[src/rtl/demux_rr_scheduler.sv]
// Round-robin scheduler that drives the select/data pair of a 1:4 demux.
// Each grant is a fixed-length high window on i, followed by a one-cycle ack and an idle cycle.
module demux_rr_scheduler #(
  parameter int DWELL = 4,
  parameter int CNT_W = 8
) (
  input  logic       clk,
  input  logic       rst,
  input  logic       en,
  input  logic [3:0] req,
  output logic [1:0] sel,
  output logic       i,
  output logic [3:0] ack,
  output logic       busy
);

  typedef enum logic [1:0] {
    IDLE   = 2'd0,
    ACTIVE = 2'd1,
    GAP    = 2'd2
  } state_t;

  // DWELL of 0 behaves like 1: the window always lasts at least one cycle.
  localparam int LOAD_INT = (DWELL <= 1) ? 0 : DWELL - 1;
  localparam logic [CNT_W-1:0] CNT_LOAD = LOAD_INT[CNT_W-1:0];
  localparam logic [CNT_W-1:0] CNT_ONE  = {{(CNT_W-1){1'b0}}, 1'b1};

  state_t           state_reg, state_next;
  logic [1:0]       sel_reg, sel_next;
  logic [1:0]       last_reg, last_next;
  logic [CNT_W-1:0] cnt_reg, cnt_next;
  logic             i_reg, i_next;
  logic [3:0]       ack_reg, ack_next;

  logic [1:0] cand [4];
  logic [3:0] hit;
  logic       grant_valid;
  logic [1:0] grant_ch;

  // cand[gi] is the channel at search position gi, starting just after last.
  generate
    for (genvar gi = 0; gi < 4; gi++) begin : g_cand
      assign cand[gi] = last_reg + 2'(gi + 1);
      assign hit[gi]  = req[cand[gi]];
    end
  endgenerate

  always_comb begin
    grant_valid = |hit;
    grant_ch    = cand[0];
    for (int k = 3; k >= 0; k--) begin
      if (hit[k]) grant_ch = cand[k];
    end
  end

  always_comb begin
    state_next = state_reg;
    sel_next   = sel_reg;
    last_next  = last_reg;
    cnt_next   = cnt_reg;
    i_next     = 1'b0;
    ack_next   = 4'b0000;
    case (state_reg)
      IDLE: begin
        if (en && grant_valid) begin
          sel_next   = grant_ch;
          last_next  = grant_ch;
          cnt_next   = CNT_LOAD;
          state_next = ACTIVE;
          i_next     = 1'b1;
        end
      end
      ACTIVE: begin
        if (cnt_reg == '0) begin
          state_next = GAP;
          ack_next   = 4'b0001 << sel_reg;
        end else begin
          cnt_next = cnt_reg - CNT_ONE;
          i_next   = 1'b1;
        end
      end
      GAP: begin
        state_next = IDLE;
      end
      default: begin
        state_next = IDLE;
      end
    endcase
  end

  always_ff @(posedge clk) begin
    if (rst) begin
      state_reg <= IDLE;
      sel_reg   <= 2'd0;
      last_reg  <= 2'd3;
      cnt_reg   <= '0;
      i_reg     <= 1'b0;
      ack_reg   <= 4'b0000;
    end else begin
      state_reg <= state_next;
      sel_reg   <= sel_next;
      last_reg  <= last_next;
      cnt_reg   <= cnt_next;
      i_reg     <= i_next;
      ack_reg   <= ack_next;
    end
  end

  assign sel  = sel_reg;
  assign i    = i_reg;
  assign ack  = ack_reg;
  assign busy = (state_reg != IDLE);

endmodule
[config.mk]
export PLATFORM = sky130hd
export DESIGN_NAME = demux_rr_scheduler
export DESIGN_NICKNAME = d
export VERILOG_FILES = /design/src/rtl/demux_rr_scheduler.sv
export SDC_FILE = /design/constraint.sdc
export NUM_CORES = 1
export LEC_CHECK = 0
export ABC_AREA = 1
export ABC_CLOCK_PERIOD_IN_PS = 1600
export CAP_MARGIN = 20
export CORE_MARGIN = 1
export CORE_UTILIZATION = 55
export DETAILED_ROUTE_END_ITERATION = 10
export DONT_BUFFER_PORTS = 1
export GPL_TIMING_DRIVEN = 0
export PLACE_DENSITY = 0.73
export SETUP_SLACK_MARGIN = 0.5
export SYNTH_ARGS = -nofsm -noshare
export SYNTH_HDL_FRONTEND = slang
export SYNTH_SLANG_ARGS = --single-unit
[constraint.sdc]
create_clock -name clk -period 1.6 [get_ports clk]
set_clock_uncertainty 0.2 [all_clocks]
set_input_delay 0.32 -clock clk [delete_from_list [all_inputs] [get_ports clk]]
set_output_delay 0.32 -clock clk [all_outputs]
set_load 0.03 [all_outputs]
After elaboration in Yosys (flattened, before gate mapping). Cells that the tools add are included.

Output and inout port bits: 8. Logic and storage cells: 52. Register bits after elaboration: 19. Input port bits: 7.

Muxes and demuxes: 21. Bitwise gates (word level): 2. Equal/unequal tests: 4. Order comparisons: 4. Reduce and logical (&&, ||, !) cells: 10. Add/sub/neg operators: 4. Shifts and indexed selects: 1.

Operators with widths (count): $mux 8 (2); $pmux 8 s2 (1); $lt 2x3->1 const B (4); $mux 2 (6); $bmux 1 s2 (4); $logic_not 8->1 (1); $sub 8x1->8 const B (1); $mux 1 (6); $ne 2x2->1 const B (3); $add 2x2->2 const B (2); $pmux 2 s2 (1); $reduce_and 2->1 (2); $reduce_bool 2->1 (2); $reduce_or 4->1 (1); $shl 1x2->4 const A (1); $reduce_and 3->1 (1); $reduce_or 3->1 (1); $add 2x1->2 const B (1); $eq 2x1->1 const B (1); $logic_not 2->1 (1); $not 1->1 (2); $pmux 1 s2 (1); $logic_and 1x1->1 (1).

Depth between registers and ports, before layout.
Depth in word-level cells: 7. Depth in mapped cells: 11. Depth with buffers taken out: 10.

Worst setup path after synthesis. No wires, ideal clock.

Path kind: register -> register. From: reg cnt_reg[0]. To: reg cnt_reg[7]. Arrival time: 1.327 ns. Slack: -0.050 ns. Buffers on the path: 0. Stages on the path, launching flop included: 10. Required time: 1.277 ns. Period minus slack after synthesis: 1.650 ns. Library setup time: 0.123 ns. Path through: dfxtp_1 inv_1 ha_1 inv_1 nor3_2 nand3_1 nand2_4 nand2_4 nand2_1 a21oi_2.

Word-level cells in the longest chain between the ends: 3. Elaborated cells between the ends (all ways): 6. Those cells by class: 1 x add/sub; 1 x eq/ne; 2 x mux; 2 x reduce/logical.

Ends and longest elaborated chain: start, declared (line 31) `logic [CNT_W-1:0] cnt_reg, cnt_next;`; start signal, assigned (line 103) `cnt_reg <= cnt_next;`; $sub 8x1->8 / $logic_not 8->1 (equally long branches) (line 78, 74); $mux 8 / $ne 2x2->1 (equally long branches); $pmux 8 s2 / $reduce_and 3->1 (equally long branches).

Several ways; a longest one is shown, not always the timed one. The select of a mux whose other input is x is not followed. A chain may end at the register's enable or synchronous reset.

Final worst setup path.
From: reg last_reg[0]. To: reg sel_reg[0] (netlist: sel[0]).

Word-level cells in the longest chain between the ends: 6. Elaborated cells between the ends (all ways): 18. Those cells by class: 3 x add/sub; 12 x mux; 3 x reduce/logical.

Ends and longest elaborated chain: start, declared (line 30) `logic [1:0] last_reg, last_next;`; start signal, assigned (line 102) `last_reg <= last_next;`; $add 2x2->2, or another cell as far along (line 43) `assign cand[gi] = last_reg + 2'(gi + 1);`; $bmux 1 s2 / $mux 1 (equally long branches) (line 44) `assign hit[gi] = req[cand[gi]];`; $mux 1 (implied by the code) / $mux 2 (equally long branches) (line 44, 52); $mux 2 / $reduce_or 4->1 (equally long branches) (line 52, 49); $mux 2 / $logic_and 1x1->1 (equally long branches) (line 52, 65); $mux 2 / $reduce_and 2->1 (equally long branches); end signal, assigned (line 101) `sel_reg <= sel_next;`; end, declared (line 29) `logic [1:0] sel_reg, sel_next;`.

Several ways; a longest one is shown, not always the timed one. The select of a mux whose other input is x is not followed.

==> results.cfg <==
[status]
outcome = finished, violations left
failed_checks = negative hold slack, negative setup slack

[yosys]
yosys.area_share.simple = 0.403
ys_ff_latch = 19
synth-edff-count = 0
synthXorXnorAreaFrac = 0.0540
syn-num-nets = 162
synth_top_family_by_area = simple AND/OR/NAND/NOR gates
synth_top_cells_by_count = nand2_1, dfxtp_1, nor2_1
ys.flop_type = dfxtp_1
synth_area_leader_cell = dfxtp_1
synth.distinct_cells = 22
synthArstFlopShare = 0
netlist_top_cells_area = dfxtp_1, nand2_1, a21oi_2, nand3_1, nor2_1
avgSynthCellArea_sq_um = 7.38
synthMuxAreaShare = 0
ys_seq_area_frac = 0.335
synth_compound_gate_area_share = 0.106
synthAdderAreaFrac = 0.0110
yosysWarnings = 0
syn_area_sq_um = 1140
netlist_instances = 154
synth_top_area_share = 0.335
yosysMostFrequentCell = nand2_1

[grt]
track_usage = 0.277
grt_max_degree = 13
grt_use_met1 = 0.305
grt_pass1_vias = 1043
grt_remaining_overflow = 0
busiest_layer = met2
grt_pass1_wl_um = 4370
met2_usage = 0.512
antenna_found_initial = 0
use_met3 = 0.0642

[place]
port_buffers = 0
post_dp_cell_area_sq_um = 1230
pre_cts_ws_ps = -122
dp_hpwl_um = 1650
gp_congestion = 0.800

[route]
vias = 1073
viasPerCell = 5.42
drt_wl_total_um = 2810
drc = 0
dr.pass1.iters = 4
wl_per_cell_um = 14.2
final_antenna_net_count = 0
drtIter0Drc = 35

[run]
cap_violations = 0

[clock_network]
clkTransAtPathRegs_ps = 120
h-tree-depth = 1
clkLatencyLatePin_ps = 310
clockBufferDepth = 2
clock_sinks = 19
cts-buffers-inserted = 3
hold_buffers = 1
root_buffer = clkbuf_4
cts_tree = done

[worst_setup_path]
required_ps = 1660
startpoint_type = flip-flop
path_class = reg2reg
worstPathArrival_ps = 1680
cp-end-kind = flip-flop
worstPathMaxFanout = 5

[layout]
fin_nets = 180
fillers = 130
finalInstanceArea_sq_um = 1570
layout-drive-gt1-share = 0.497
largest_register_ffs = 8
diodes = 0
synthToLayoutAreaGrowth_pct = 38.2

[timing]
period_share = 1.02
rsz0062_at_grt = true
setup-violations-final = 7
slew_violations = 0
fmaxAchievable_ghz = 0.615
fin_ws_ps = -25.7
finalCriticalPeriod_ps = 1630
hold_ws_ps = -139
tightest_slew_ps = 281
finalHoldViolations = 8
relSlewSlack = 0.812
fin_tns_setup_ps = -68.4

[floorplan]
initial_utilization = 0.585
fp-row-count = 16
pin_count = 15
die_width_um = 47.5
coreArea_sq_um = 1940
chipHeight_um = 47.5
dieArea_sq_um = 2250

[power]
ir_worst_vdd_uv = 908
cellLeakagePower_nw = 0.688
power.density_nw_per_um2 = 1250

[hold_path]
hold_path.class = in2reg
## worst paths after layout
kind / from / end / slack, ps / cells after the start
worst max-delay path: last_reg[0] / sel[0] / -30 / 11
worst min-delay path: rst / state_reg[1] / -140 / 1
worst max register to register: last_reg[0] / sel[0] / -30 / 11
worst min register to register: cnt_reg[7] / cnt_reg[7] / 310 / 2
## routing by layer
metal	wire length, um	up-vias
li1	-	527
met1	1170	506
met2	1460	27
met3	84	13
met4	88	0
met5	0	-
## report_power, final
group | switching (mW) | internal [mW]
clock network | 0.160 | 0.0955
logic | 0.582 | 0.460
registers | 0.120 | 0.545
## through the flow
step | power (mW) | std cells | hold slack [ps] | util
2_1_floorplan | 1.27 | 154 | 204 | -
3_3_place_gp | 1.36 | 181 | 213 | 0.636
3_5_place_dp | 1.38 | 181 | 212 | 0.636
4_1_cts | 1.85 | 197 | -144 | 0.770
5_1_grt | 2.09 | 198 | -157 | 0.809
6_report | 1.96 | 198 | -139 | 0.809
## layout make-up
| class | count | area [sq um] | area share |
|---|---|---|---|
| clock inverter | 1 | 7.51 | 0.00478 |
| timing repair buffer | 13 | 158 | 0.100 |
| multi-input combinational | 114 | 810 | 0.516 |
| buffer | 3 | 40.0 | 0.0255 |
| clock buffer | 3 | 22.5 | 0.0143 |
| sequential | 19 | 419 | 0.267 |
| inverter | 18 | 80.1 | 0.0510 |
| tap | 27 | 33.8 | 0.0215 |
## worst max-delay path, stage by stage (launching register included)
cell and delay, ps:
dfxtp_4 400, buf_8 150, nand2_4 60, o21ai_4 50
nor2_2 110, nand3_2 90, nand3_4 120, buf_12 130
inv_4 40, nor2_4 90, nand2_1 70, nand2_1 60
## cells by family (layout without fill, tap and decap cells)
kind of cell,Yosys count,in the layout
buffers and inverters,21,38
DFF,19,19
AOI/OAI and AO/OA,15,15
adders and majority gates,1,1
xor gates and xnor gates,7,7
and+or+nand+nor,91,91
## what timing repair did
item / 4_1_cts / 5_1_grt
endpoints found under the hold margin: 9 / 8
resized for setup: 33 / 13
pin swaps: 9 / 8
gates cloned: 1 / 0
setup buffers: 10 / 1
endpoints found under the setup margin: 27 / 27
## cell usage in the layout, fill, tap and decap left out, drive strengths merged
| master | count |
|---|---|
| nand3 | 23 |
| dlygate4sd3 | 1 |
| clkinvlp | 1 |
| a21oi | 12 |
| dfxtp | 19 |
| inv | 18 |
| nand2 | 43 |
| nor2 | 21 |
| xor2 | 5 |
| ha | 1 |
| buf | 15 |
| clkbuf | 3 |
| nand4 | 2 |
| o21ai | 3 |
| xnor2 | 2 |
| nor3 | 2 |
Power figures use the tool's default switching activity.
